==> src/rtl/vga_pkg.sv <==
// Shared constants, request type and FSM encoding for the VGA pixel sink.
// Coordinates are packed {x[7:0], y[6:0]}; the frame buffer is 160x120, linear y*160+x.
package vga_pkg;

    localparam int          SCREEN_W           = 160;
    localparam int          SCREEN_H           = 120;
    localparam int          FB_WORDS           = 19200;
    localparam logic [8:0]  TRANSPARENT_COLOUR = 9'h1FF;
    localparam int          COORD_X_MSB        = 14;
    localparam int          COORD_Y_MSB        = 6;

    typedef struct packed {
        logic [14:0] addr;
        logic [8:0]  colour;
    } pixel_req_t;

    typedef enum logic [1:0] {
        ST_IDLE  = 2'd0,
        ST_WRITE = 2'd1,
        ST_CLEAR = 2'd2
    } sink_state_e;

    // y*160 + x built from shifts so no multiplier is inferred.
    function automatic logic [14:0] fb_addr(input logic [7:0] x, input logic [6:0] y);
        logic [14:0] yw;
        yw = {8'd0, y};
        return (yw << 7) + (yw << 5) + {7'd0, x};
    endfunction

endpackage

==> src/rtl/pixel_fifo.sv <==
// Synchronous FIFO, head visible on pop_dat_o with no read latency.
// A push while full is accepted only when a pop happens in the same cycle.
module pixel_fifo #(
    parameter int WIDTH = 24,
    parameter int DEPTH = 16
) (
    input  logic             clk,
    input  logic             resetn,
    input  logic             push_i,
    input  logic [WIDTH-1:0] push_dat_i,
    input  logic             pop_i,
    output logic [WIDTH-1:0] pop_dat_o,
    output logic             full_o,
    output logic             empty_o
);

    localparam int           AW       = $clog2(DEPTH);
    localparam logic [AW:0]  FULL_CNT = (AW+1)'(DEPTH);

    logic [WIDTH-1:0] mem_q [DEPTH];
    logic [AW-1:0]    wr_q, rd_q;
    logic [AW:0]      cnt_q, cnt_d;
    logic             do_push, do_pop;

    assign full_o    = (cnt_q == FULL_CNT);
    assign empty_o   = (cnt_q == '0);
    assign pop_dat_o = mem_q[rd_q];
    assign do_pop    = pop_i && !empty_o;
    assign do_push   = push_i && (!full_o || do_pop);

    always_comb begin
        cnt_d = cnt_q;
        if (do_push && !do_pop) begin
            cnt_d = cnt_q + 1'b1;
        end else if (do_pop && !do_push) begin
            cnt_d = cnt_q - 1'b1;
        end
    end

    always_ff @(posedge clk or negedge resetn) begin
        if (!resetn) begin
            wr_q  <= '0;
            rd_q  <= '0;
            cnt_q <= '0;
        end else begin
            cnt_q <= cnt_d;
            if (do_push) wr_q <= wr_q + 1'b1;
            if (do_pop)  rd_q <= rd_q + 1'b1;
        end
    end

    always_ff @(posedge clk) begin
        if (do_push) mem_q[wr_q] <= push_dat_i;
    end

endmodule

==> src/rtl/vga_pixel_sink.sv <==
// Filters and buffers pixel writes, commits them to the frame buffer with valid/ready, plus a clear sweep.
// First write one edge after push; outputs hold under fb_ready=0. Counters via VGA_PIXEL_SINK_STATS_EN.
module vga_pixel_sink #(
    parameter int FIFO_DEPTH       = 16,
    parameter int SCREEN_W         = 160,
    parameter int SCREEN_H         = 120,
    parameter bit SKIP_TRANSPARENT = 1'b1
) (
    input  logic        clk,
    input  logic        resetn,
    input  logic [8:0]  colour,
    input  logic [14:0] coordinates,
    input  logic        VGA_write_enable,
    input  logic        clear_req,
    input  logic [8:0]  clear_colour,
    output logic [14:0] fb_address,
    output logic [8:0]  fb_data,
    output logic        fb_wren,
    input  logic        fb_ready,
    output logic        fifo_full,
    output logic        overflow,
    input  logic        clear_overflow,
    output logic        busy
`ifdef VGA_PIXEL_SINK_STATS_EN
    ,
    output logic [15:0] pix_written,
    output logic [15:0] pix_dropped
`endif
);
    import vga_pkg::*;

    localparam logic [14:0] LAST_ADDR = 15'(FB_WORDS - 1);

    logic [7:0]  x;
    logic [6:0]  y;
    logic        req_vld, drop, pop, fifo_empty;
    pixel_req_t  push_dat, head;

    sink_state_e state_q, state_d;
    logic [14:0] addr_q, addr_d;
    logic [8:0]  data_q, data_d, clr_col_q, clr_col_d;
    logic        wren_q, wren_d, pend_q, pend_d, ovf_q;

    assign x = coordinates[COORD_X_MSB:COORD_Y_MSB+1];
    assign y = coordinates[COORD_Y_MSB:0];

    assign req_vld = VGA_write_enable && (x < 8'(SCREEN_W)) && (y < 7'(SCREEN_H))
                     && !(SKIP_TRANSPARENT && (colour == TRANSPARENT_COLOUR));
    assign drop    = req_vld && fifo_full && !pop;

    assign push_dat.addr   = fb_addr(x, y);
    assign push_dat.colour = colour;

    pixel_fifo #(
        .WIDTH ($bits(pixel_req_t)),
        .DEPTH (FIFO_DEPTH)
    ) u_fifo (
        .clk        (clk),
        .resetn     (resetn),
        .push_i     (req_vld),
        .push_dat_i (push_dat),
        .pop_i      (pop),
        .pop_dat_o  (head),
        .full_o     (fifo_full),
        .empty_o    (fifo_empty)
    );

    always_comb begin
        state_d   = state_q;
        addr_d    = addr_q;
        data_d    = data_q;
        wren_d    = wren_q;
        pend_d    = pend_q;
        clr_col_d = clr_col_q;
        pop       = 1'b0;
        case (state_q)
            ST_IDLE: begin
                if (pend_q) begin
                    state_d = ST_CLEAR;
                    addr_d  = '0;
                    data_d  = clr_col_q;
                    wren_d  = 1'b1;
                    pend_d  = 1'b0;
                end else if (!fifo_empty) begin
                    pop     = 1'b1;
                    addr_d  = head.addr;
                    data_d  = head.colour;
                    wren_d  = 1'b1;
                    state_d = ST_WRITE;
                end
            end
            ST_WRITE: begin
                if (fb_ready) begin
                    if (!pend_q && !fifo_empty) begin
                        pop    = 1'b1;
                        addr_d = head.addr;
                        data_d = head.colour;
                    end else begin
                        wren_d  = 1'b0;
                        state_d = ST_IDLE;
                    end
                end
            end
            ST_CLEAR: begin
                // A clear arriving mid-sweep restarts it with the newly latched colour.
                if (pend_q) begin
                    addr_d = '0;
                    data_d = clr_col_q;
                    pend_d = 1'b0;
                end else if (fb_ready) begin
                    if (addr_q == LAST_ADDR) begin
                        wren_d  = 1'b0;
                        state_d = ST_IDLE;
                    end else begin
                        addr_d = addr_q + 15'd1;
                    end
                end
            end
            default: begin
                state_d = ST_IDLE;
                wren_d  = 1'b0;
            end
        endcase
        if (clear_req) begin
            pend_d    = 1'b1;
            clr_col_d = clear_colour;
        end
    end

    always_ff @(posedge clk or negedge resetn) begin
        if (!resetn) begin
            state_q   <= ST_IDLE;
            addr_q    <= '0;
            data_q    <= '0;
            wren_q    <= 1'b0;
            pend_q    <= 1'b0;
            clr_col_q <= '0;
            ovf_q     <= 1'b0;
        end else begin
            state_q   <= state_d;
            addr_q    <= addr_d;
            data_q    <= data_d;
            wren_q    <= wren_d;
            pend_q    <= pend_d;
            clr_col_q <= clr_col_d;
            if (drop)                ovf_q <= 1'b1;
            else if (clear_overflow) ovf_q <= 1'b0;
        end
    end

    assign fb_address = addr_q;
    assign fb_data    = data_q;
    assign fb_wren    = wren_q;
    assign overflow   = ovf_q;
    assign busy       = !fifo_empty || (state_q == ST_CLEAR) || wren_q;

`ifdef VGA_PIXEL_SINK_STATS_EN
    logic [15:0] wr_cnt_q, drop_cnt_q;
    logic        wr_evt, drop_evt;

    assign wr_evt   = (state_q == ST_WRITE) && wren_q && fb_ready;
    assign drop_evt = drop || (VGA_write_enable && !req_vld);

    always_ff @(posedge clk or negedge resetn) begin
        if (!resetn) begin
            wr_cnt_q   <= '0;
            drop_cnt_q <= '0;
        end else if (clear_overflow) begin
            wr_cnt_q   <= '0;
            drop_cnt_q <= '0;
        end else begin
            if (wr_evt && (wr_cnt_q != 16'hFFFF))     wr_cnt_q   <= wr_cnt_q + 16'd1;
            if (drop_evt && (drop_cnt_q != 16'hFFFF)) drop_cnt_q <= drop_cnt_q + 16'd1;
        end
    end

    assign pix_written = wr_cnt_q;
    assign pix_dropped = drop_cnt_q;
`endif

endmodule

==> config.mk <==
export PLATFORM = sky130hd
export DESIGN_NAME = vga_pixel_sink
export DESIGN_NICKNAME = d
export VERILOG_FILES = /design/src/rtl/vga_pkg.sv /design/src/rtl/pixel_fifo.sv /design/src/rtl/vga_pixel_sink.sv
export SDC_FILE = /design/constraint.sdc
export NUM_CORES = 1
export LEC_CHECK = 0
export ABC_AREA = 1
export ABC_CLOCK_PERIOD_IN_PS = 4000
export CAP_MARGIN = 0
export CORE_MARGIN = 2
export CORE_UTILIZATION = 45
export DETAILED_ROUTE_END_ITERATION = 10
export GPL_TIMING_DRIVEN = 0
export PLACE_DENSITY = 0.71
export SKIP_CTS_REPAIR_TIMING = 1
export SYNTH_ARGS = -nofsm -noshare
export SYNTH_HDL_FRONTEND = slang
export SYNTH_HIERARCHICAL = 1
export SYNTH_SLANG_ARGS = --single-unit
==> constraint.sdc <==
create_clock -name clk -period 4 [get_ports clk]
set_input_delay 0.4 -clock clk [delete_from_list [all_inputs] [get_ports clk]]
set_output_delay 0.4 -clock clk [all_outputs]
set_load 0.03 [all_outputs]
# ---- Word level (Yosys, flattened, before mapping)
# Memory sizes are Yosys's and may differ from the RTL's.
# Index checks and enable logic that the tools add are counted.
dict set report word_totals {
  elab_cells 108
  mem_count 1
  ram_bits 384
  input_bits 39
  reg_bits 51
}
dict set report classes {
  eq_ne 15
  addsub 7
  n_reduce_logical 30
  n_mux 43
  n_lt_le_gt_ge 2
}
# name depth word_bits rd rd_ports_with_merged_regs write_ports line_no
set memory_table {}
lappend memory_table {u_fifo.mem_q 16 24 1 0 1 pixel_fifo.sv:20} ;# logic [WIDTH-1:0] mem_q [DEPTH];
# cell n
set ops {}
lappend ops {{$mux W15} 7}
lappend ops {{$mux W9} 5}
lappend ops {{$pmux W15 S3} 1}
lappend ops {{$pmux W9 S3} 1}
lappend ops {{$mux W1} 17}
lappend ops {{$add A14 B12 Y15} 1}
lappend ops {{$add A15 B1 Y15 const B} 1}
lappend ops {{$add A15 B8 Y15} 1}
lappend ops {{$eq A15 B15 Y1 const B} 1}
lappend ops {{$mux W2} 7}
lappend ops {{$ne A2 B2 Y1 const B} 7}
lappend ops {{$reduce_and A6 Y1} 2}
lappend ops {{$logic_and A1 B1 Y1} 10}
lappend ops {{$mux W5} 2}
lappend ops {{$eq A9 B9 Y1 const B} 1}
lappend ops {{$ne A3 B3 Y1 const B} 3}
lappend ops {{$add A4 B1 Y4 const B} 2}
lappend ops {{$lt A8 B8 Y1 const B} 1}
lappend ops {{$logic_not A1 Y1} 7}
lappend ops {{$lt A7 B7 Y1 const B} 1}
lappend ops {{$pmux W2 S3} 1}
lappend ops {{$reduce_bool A2 Y1} 3}
lappend ops {{$add A5 B1 Y5 const B} 1}
lappend ops {{$eq A5 B5 Y1 const B} 1}
lappend ops {{11 further kinds} 13}

# ---- Depth between registers and ports, before layout
# Gate-level depths: netlist of run 1.
dict set report depth {
  word_depth 13
  ltp_mapped 23
  ltp_nobuf 22
}

# ---- Cells and area by module
# Netlist of run 1, hierarchy kept.
# mod cells_each area_each_um2 n_inst seq_area_each_um2
set modules_own_cells {}
lappend modules_own_cells {pixel_fifo 1627 16948.8 1 11856.4}
lappend modules_own_cells {vga_pixel_sink 441 2952.8 1 950.9}

# ---- Worst setup path after synthesis of run 1
# OpenSTA, ideal clock, no wires.
dict set report synth_path {
  path_type {flip-flop to flip-flop}
  start {reg state_q[1]}
  end {mem u_fifo.mem_q[10][0], enable pin}
  path_slack_ns 0.233
  path_buffers 2
  path_stages_with_launch 11
  arrival_time_ns 3.331
  setup_ns 0.435
  synth_period_minus_slack_ns 3.767
  cell_sequence {dfrtp_1 inv_1 ha_1 clkbuf_1 nand3_1 o21ai_0 inv_1 nand4_1 nand2_1 buf_2 nor3_1}
}
dict set report synth_via {
  elab_chain_cells 7
}
# element line_no
set synth_lines {}
lappend synth_lines {{start: declaration} vga_pixel_sink.sv:39} ;# sink_state_e state_q, state_d;
lappend synth_lines {{start signal: assignment} vga_pixel_sink.sv:140} ;# state_q <= state_d;
lappend synth_lines {{$eq A2 B1 Y1 or $logic_not A2 Y1 (tied branches)} vga_pixel_sink.sv:76} ;# case (state_q)
lappend synth_lines {{$pmux W1 S2 (*)} vga_pixel_sink.sv:76}
lappend synth_lines {{named net pop} vga_pixel_sink.sv:36} ;# logic req_vld, drop, pop, fifo_empty;
lappend synth_lines {{$logic_and A1 B1 Y1 (*)} pixel_fifo.sv:28} ;# assign do_pop = pop_i && !empty_o;
lappend synth_lines {{$logic_or A1 B1 Y1 (*)} pixel_fifo.sv:29} ;# assign do_push = push_i && (!full_o || do_pop);
lappend synth_lines {{$logic_and A1 B1 Y1 (*)} pixel_fifo.sv:29}
lappend synth_lines {{$mux W1 (*)} pixel_fifo.sv:53} ;# if (do_push) mem_q[wr_q] <= push_dat_i;
lappend synth_lines {{$mux W1 (implied by the code) (*)} pixel_fifo.sv:53}
lappend synth_lines {{end: declaration} pixel_fifo.sv:20}
# The timed path passes the listed nets; every way through them passes the cells marked *.

# ---- Final worst setup path of run 1
dict set report layout_path {
  start {reg u_fifo.cnt_q[0]}
  end {reg u_fifo.cnt_q[4]}
}
dict set report layout_via {
  elab_chain_cells 12
}
# element line_no
set layout_lines {}
lappend layout_lines {{start: declaration} pixel_fifo.sv:22} ;# logic [AW:0] cnt_q, cnt_d;
lappend layout_lines {{start signal: assignment} pixel_fifo.sv:46} ;# cnt_q <= cnt_d;
lappend layout_lines {{$logic_not A5 Y1 (*)} pixel_fifo.sv:26} ;# assign empty_o = (cnt_q == '0);
lappend layout_lines {{named net fifo_empty} vga_pixel_sink.sv:36}
lappend layout_lines {{$logic_not A1 Y1} vga_pixel_sink.sv:94} ;# if (!pend_q && !fifo_empty) begin
lappend layout_lines {{$logic_and A1 B1 Y1} vga_pixel_sink.sv:94}
lappend layout_lines {{$mux W1} vga_pixel_sink.sv:94}
lappend layout_lines {{$mux W1} vga_pixel_sink.sv:93} ;# if (fb_ready) begin
lappend layout_lines {{$pmux W1 S2 (*)} vga_pixel_sink.sv:76}
lappend layout_lines {{named net pop} vga_pixel_sink.sv:36}
lappend layout_lines {{$logic_and A1 B1 Y1 (*)} pixel_fifo.sv:28}
lappend layout_lines {{$logic_or A1 B1 Y1 (*)} pixel_fifo.sv:29}
lappend layout_lines {{$logic_and A1 B1 Y1 (*)} pixel_fifo.sv:29}
lappend layout_lines {{named net u_fifo.do_push} pixel_fifo.sv:23} ;# logic do_push, do_pop;
lappend layout_lines {{$logic_not A1 Y1} pixel_fifo.sv:35} ;# end else if (do_pop && !do_push) begin
lappend layout_lines {{$logic_and A1 B1 Y1} pixel_fifo.sv:35}
lappend layout_lines {{$reduce_bool A2 Y1 (no line)} --}
# The timed path passes the listed nets; every way through them passes the cells marked *. The select of a mux whose other input is x is not followed.
# A chain may end at the register's enable or synchronous reset.

==> results of run 1 <==
per-layer routing:
metal	track usage	up-vias
met3	0.04057	137
met4	0.09514	0
met5	0	-
met2	0.3832	634
li1	-	6990
met1	0.2916	6920
metrics by stage:
stage	hold slack [ns]	util
final	0.3067	0.5267
after global routing	0.3212	0.5267
after CTS	-0.2451	0.5262
after detailed placement	0.3516	0.4956
after global placement	0.4620	0.4847
after floorplan	0.1044	-
logic make-up after synthesis:
logic type | synth area share
and+or+nand+nor | 0.2391
DFF | 0.6435
buffers and inverters | 0.06802
AOI/OAI and AO/OA | 0.02496
adders and majority gates | 0.01999
xor gates and xnor gates | 0.004401
cell usage in the layout, fill, tap and decap left out, types with 2 or more instances in the layout:
cell type,netlist,layout
buf_4,14,18
edfxtp_1,384,384
nor3_2,0,16
o211ai_1,2,2
buf_1,4,4
a21oi_1,19,19
nor2_2,2,2
inv_2,5,5
clkbuf_16,0,46
dfrtp_1,51,51
nor2_1,168,168
a221oi_1,9,9
nand3_2,1,2
nand3_1,184,183
clkinv_2,0,8
o21ai_0,37,36
o21ai_1,5,5
buf_2,44,45
buf_6,5,35
inv_1,225,225
nand2_1,799,799
clkbuf_1,22,33
bufinv_16,0,2
clkinv_1,3,8
nand2_2,2,2
xor2_1,5,5
nand4_1,8,8
inv_4,0,3
o21ai_2,1,2
a21boi_0,6,6
clkdlybuf4s50_1,0,64
xnor2_1,5,5
o22ai_1,2,2
fa_1,3,3
ha_1,27,27
nand3b_1,5,5
state kept, by name (all words and copies together), names as in the netlist:
signal and flops:
fb_wren 1, clr_col_q 9, fb_address 15, u_fifo/cnt_q 5, u_fifo/mem_q 384, state_q 2
fb_data 9, u_fifo/rd_q 4, u_fifo/wr_q 4, overflow 1, pend_q 1
final timing paths:
path | startpoint | slack [ns] | to | cells after the start
min in group clk | clear_req | 0.31 | clr_col_q[6]$_DFFE_PN0P_ | 2
worst max-delay path | u_fifo/cnt_q[0]$_DFFE_PN0P_ | 0.26 | u_fifo/cnt_q[4]$_DFFE_PN0P_ | 22
worst min-delay path | resetn | 0.31 | fb_address[7]$_DFFE_PN0P_ | 2
worst max register to register | u_fifo/cnt_q[0]$_DFFE_PN0P_ | 0.26 | u_fifo/cnt_q[4]$_DFFE_PN0P_ | 22
max in group asynchronous | resetn | 3.15 | u_fifo/cnt_q[3]$_DFFE_PN0P_ | 3
worst min register to register | fb_data[8]$_DFFE_PN0P_ | 0.48 | fb_data[8]$_DFFE_PN0P_ | 2
power groups by stage:
stage / Combinational, W / Sequential, W / Clock [W]
final: 0.00630 / 0.00567 / 0.00394
after global routing: 0.00689 / 0.00571 / 0.00416
after CTS: 0.00622 / 0.00567 / 0.00400
after detailed placement: 0.00618 / 0.00576 / 0
after global placement: 0.00593 / 0.00577 / 0
after floorplan: 0.00372 / 0.00592 / 0
layout make-up:
class / instances / area [sq um]
Sequential cell: 435 / 12810
Timing Repair Buffer: 102 / 1059
Inverter: 233 / 874.6
Multi-Input combinational cell: 1311 / 5829
Clock inverter: 20 / 155.1
Buffer: 89 / 479.2
Clock buffer: 57 / 1192
Fill cell: 3847 / 20790
Tap cell: 592 / 740.7
==> qor.yml, run 1 <==
status:
  outcome: "completed"
setup_path:
  worstSetupEndpointType: "register"
  cp_max_fo: 10
  crit_path_max_incr_delay_ns: 0.44
  criticalPathCategory: "register to register"
  required_ns: 4.45
  cp_data_arrival_time_ns: 4.19
  cp-start-kind: "register"
  timing.critical_path.cells: "nor2_1 -> nand3_2 -> inv_1 -> inv_1 -> nand2_1 -> inv_1 -> nand3_1 -> o21ai_2 -> inv_1 -> nand4_1 -> nand2_1 -> buf_2 -> inv_1 -> ha_1 -> inv_1 -> ha_1 -> nand2_1 -> nand3_1 -> nand3_1 -> nand2_1 -> nand2_1 -> nand2_1"
  cp_max_delay_cell: "dfrtp_1"
  critical_path.top_delay_family: "simple AND/OR/NAND/NOR gates"
  timing.critical_path.buf_inv: 7
placement:
  gpl.final_weighted_congestion: 0.8873
  dp.final_hpwl_microns: 36590
  place_area_sq_um: 21770
  number_of_buffers_inserted_by_port_buffering: 65
  dpl.cell_count: 2761
  place_ws_ns: -0.2376
routing:
  drt_first_iter_violations: 1516
  detail_route.wl_per_cell_microns: 18.59
  routed.top_layer: "met4"
  detail_route.first_pass.iterations: 5
  route.layer.met1.wl_microns: 20790
  met3_wirelength_microns: 4728
  drt-vias-per-instance: 5.171
  drt-total-wl_microns: 52780
  detail-route-antenna-nets: 0
  met2_routed_wl_microns: 25220
  drt_drc_violations_left: 0
  vias: 14681
clock_network:
  clkSinkCount: 435
  clock_path_buffers: 3
  clk_latency_worst_skew_pair_ns: 0.56
  h-tree-depth: 2
  tritoncts: "yes"
  clk_transition_reported_paths_ns: 0.06
  cts_inserted_buffers: 45
  clock-root-buffer: "clkbuf_16"
logic_synthesis:
  number_of_enable_flip_flop_cells_after_synthesis: 384
  post-synth-top-area-fraction: 0.5794
  synth_async_sr_flop_share: 0.1172
  synth.top_cells.by_area: "edfxtp_1, nand2_1, dfrtp_1"
  synth_cell_types: 35
  avgSynthCellArea_sq_um: 9.624
  yosysTopAreaCell: "edfxtp_1"
  yosys_warnings: 6
  ys_seq_area_frac: 0.6435
  post_synthesis_instance_total: 2068
  synthesis.area_sq_um: 19900
  synth_flop_cell: "edfxtp_1"
  synth.net_count: 2137
  synth_top_cells_by_count: "nand2_1, edfxtp_1, inv_1, nand3_1, nor2_1"
  ys_seq_elements: 435
  yosysMostFrequentCell: "nand2_1"
timing:
  tns_ns: 0
  period_minus_slack_ns: 3.744
  worst_pin_slew_ns: 1.304
  finalHoldViolations: 0
  maxSlewViolCount: 0
  setup_ws_ns: 0.2561
  achievable-frequency_mhz: 267.1
  setup_viol: 0
  min_period_over_period: 0.9360
  skew_ns: 0.01042
  slew-limit-headroom: 0.1266
global_route:
  all_layer_global_routing_usage: 0.2277
  antenna_violations_before_repair: 0
  grt_start_max_net_pins: 38
  grt_overflow_total: 0
  vias_in_the_first_global_route: 13987
  grt_pass1_wl_microns: 79740
power_and_ir_drop:
  power.ir.vdd_worst_mv: 0.4475
  finalPower_w: 0.01592
  pwr-share-clk: 0.248
  power.share.switching: 0.4021
  switching_power_w: 0.006401
  p_int_w: 0.009516
  power.leakage_nw: 9.852
  seqPwrFrac: 0.356
  share_comb_of_total_power: 0.396
  power.density_nw_per_um2: 687.9
job:
  max_cap_violations: 0
floorplan:
  initial_utilization: 0.4530
  placement_rows: 77
  core_sq_um: 43930
  num_io_pins: 67
  fp.dieArea_sq_um: 45920
  dieWidth_microns: 214.3
  dieHeight_microns: 214.3
final_layout:
  final_net_count: 2286
  stdcell_area_sq_um: 23140
  insertedDiodeCount: 0
  layout-drive-gt1-share: 0.08500
  final_non_filler_cell_total: 2839
  area_growth_syn_to_layout_pct: 16.26
worst_hold_path:
  timing.hold.worst.class: "input pin to asynchronous set/reset pin"
No activity file was read; power rests on OpenSTA's default activity.
==> inputs of run 2 (changes only) <==
CTS_BUF_LIST = sky130_fd_sc_hd__clkbuf_16   (was default)
==> run 2 against run 1 <==
Flip-flop and latch count unchanged. Largest cell class unchanged. Clock-buffer cell count decreased by 11. Final cell count unchanged. Total power decreased by 0.15%.
==> qor.yml, run 2 (synthesis gave the netlist of run 1 again) <==
routing:
  drt_first_iter_violations: 1425
  detail-route-antenna-nets: 0
  drt_drc_violations_left: 0
  drt-vias-per-instance: 5.181
  detail_route.first_pass.iterations: 5
  drt-total-wl_microns: 52760
  vias: 14709
  detail_route.wl_per_cell_microns: 18.59
setup_path:
  cp-start-kind: "register"
  worst_r2r_end: "u_fifo/cnt_q[4]$_DFFE_PN0P_"
  worstReg2RegStart: "u_fifo/cnt_q[0]$_DFFE_PN0P_"
  reg2reg_setup_slack_ns: 0.27
  cp_max_fo: 10
  required_ns: 4.45
  cp_data_arrival_time_ns: 4.18
  worst-r2r-cell-count: 22
  criticalPathCategory: "register to register"
  crit_path_launch: "u_fifo/cnt_q[0]$_DFFE_PN0P_"
  crit_end: "u_fifo/cnt_q[4]$_DFFE_PN0P_"
  worstSetupEndpointType: "register"
floorplan:
  dieWidth_microns: 214.3
  fp.dieArea_sq_um: 45920
  core_sq_um: 43930
  initial_utilization: 0.4530
  placement_rows: 77
  num_io_pins: 67
  dieHeight_microns: 214.3
final_layout:
  insertedDiodeCount: 0
  largest_register: "u_fifo/mem_q"
  layout-drive-gt1-share: 0.08500
  largest_register_ff_count: 384
  layout_commonest_cell: "nand2_1"
  stdcell_area_sq_um: 23140
  final_net_count: 2286
  final_cell_mix: "nand2_1, edfxtp_1, inv_1"
  fillCellCount: 3847
  area_growth_syn_to_layout_pct: 16.26
global_route:
  all_layer_global_routing_usage: 0.2278
  antenna_violations_before_repair: 0
  vias_in_the_first_global_route: 13989
  grt_pass1_wl_microns: 79760
  grt_overflow_total: 0
  grt_start_max_net_pins: 38
timing:
  period_minus_slack_ns: 3.727
  achievable-frequency_mhz: 268.3
  tns_ns: 0
  maxSlewViolCount: 0
  min_period_over_period: 0.9316
  finalHoldViolations: 0
  slew-limit-headroom: 0.1259
  skew_ns: 0.009101
  worst_pin_slew_ns: 1.305
  setup_viol: 0
  timing.hold.ws_ns: 0.3038
placement:
  dp.final_hpwl_microns: 36590
  gpl.final_weighted_congestion: 0.8873
  number_of_buffers_inserted_by_port_buffering: 65
  place_area_sq_um: 21770
clock_network:
  clk_transition_reported_paths_ns: 0.06
  clock-root-buffer: "clkbuf_16"
  clock_path_buffers: 3
  cts_inserted_buffers: 45
  tritoncts: "yes"
  h-tree-depth: 2
  clkSinkCount: 435
  clk_latency_worst_skew_pair_ns: 0.56
status:
  outcome: "completed"
worst_hold_path:
  timing.hold.worst.class: "input pin to asynchronous set/reset pin"
job:
  max_cap_violations: 0
power_and_ir_drop:
  power.density_nw_per_um2: 686.9
  power.leakage_nw: 9.897
  finalPower_w: 0.01589
  power.ir.vdd_worst_mv: 0.4474
[run 2: worst max-delay path, stage by stage (launching register included)]
cell and delay (ns):
dfrtp_1 0.44, nor2_1 0.23, nand3_2 0.25, inv_1 0.16
inv_1 0.07, nand2_1 0.11, inv_1 0.07, nand3_1 0.08
o21ai_2 0.17, inv_1 0.09, nand4_1 0.23, nand2_1 0.19
buf_2 0.31, inv_1 0.08, ha_1 0.22, inv_1 0.17
ha_1 0.30, nand2_1 0.11, nand3_1 0.09, nand3_1 0.08
nand2_1 0.05, nand2_1 0.06, nand2_1 0.05
[run 2: routing by layer]
layer,vias up,global-route usage,share of wire
li1,6991,-,-
met1,6927,0.2917,0.39
met2,661,0.3832,0.48
met3,130,0.04057,0.091
met4,0,0.09514,0.037
met5,-,0,0
[run 2: stage by stage]
step	setup slack, ns	cells	util
after floorplan	0.2334	2068	-
after global placement	-3.017	2725	0.4847
after detailed placement	-0.2376	2761	0.4956
after CTS	-0.2615	2838	0.5262
after global routing	-0.0007945	2839	0.5267
final	0.2734	2839	0.5267
[run 2: worst min path at each step]
stage	startpoint	endpoint
floorplan	resetn	clr_col_q[0]$_DFFE_PN0P_
global placement	fb_data[7]$_DFFE_PN0P_	fb_data[7]$_DFFE_PN0P_
finish	resetn	fb_address[6]$_DFFE_PN0P_
detailed placement	resetn	fb_address[4]$_DFFE_PN0P_
CTS	resetn	fb_address[6]$_DFFE_PN0P_
global route	resetn	fb_address[7]$_DFFE_PN0P_
[run 2: power by group]
group	switching (W)	leakage, nW	total [W]	internal (W)
combinational	0.00448	5.08	0.00631	0.00183
sequential	0.000216	4.10	0.00567	0.00546
clock	0.00171	0.715	0.00392	0.00221
[run 2: area by class of cell]
cell class	instances	area, sq um	area share
tap	592	740.7	0.03201
sequential	435	12810	0.5535
inverter	233	874.6	0.03780
multi-input combinational	1311	5829	0.2519
buffer	89	479.2	0.02071
clock inverter	31	196.4	0.008490
clock buffer	46	1151	0.04975
timing repair buffer	102	1059	0.04575
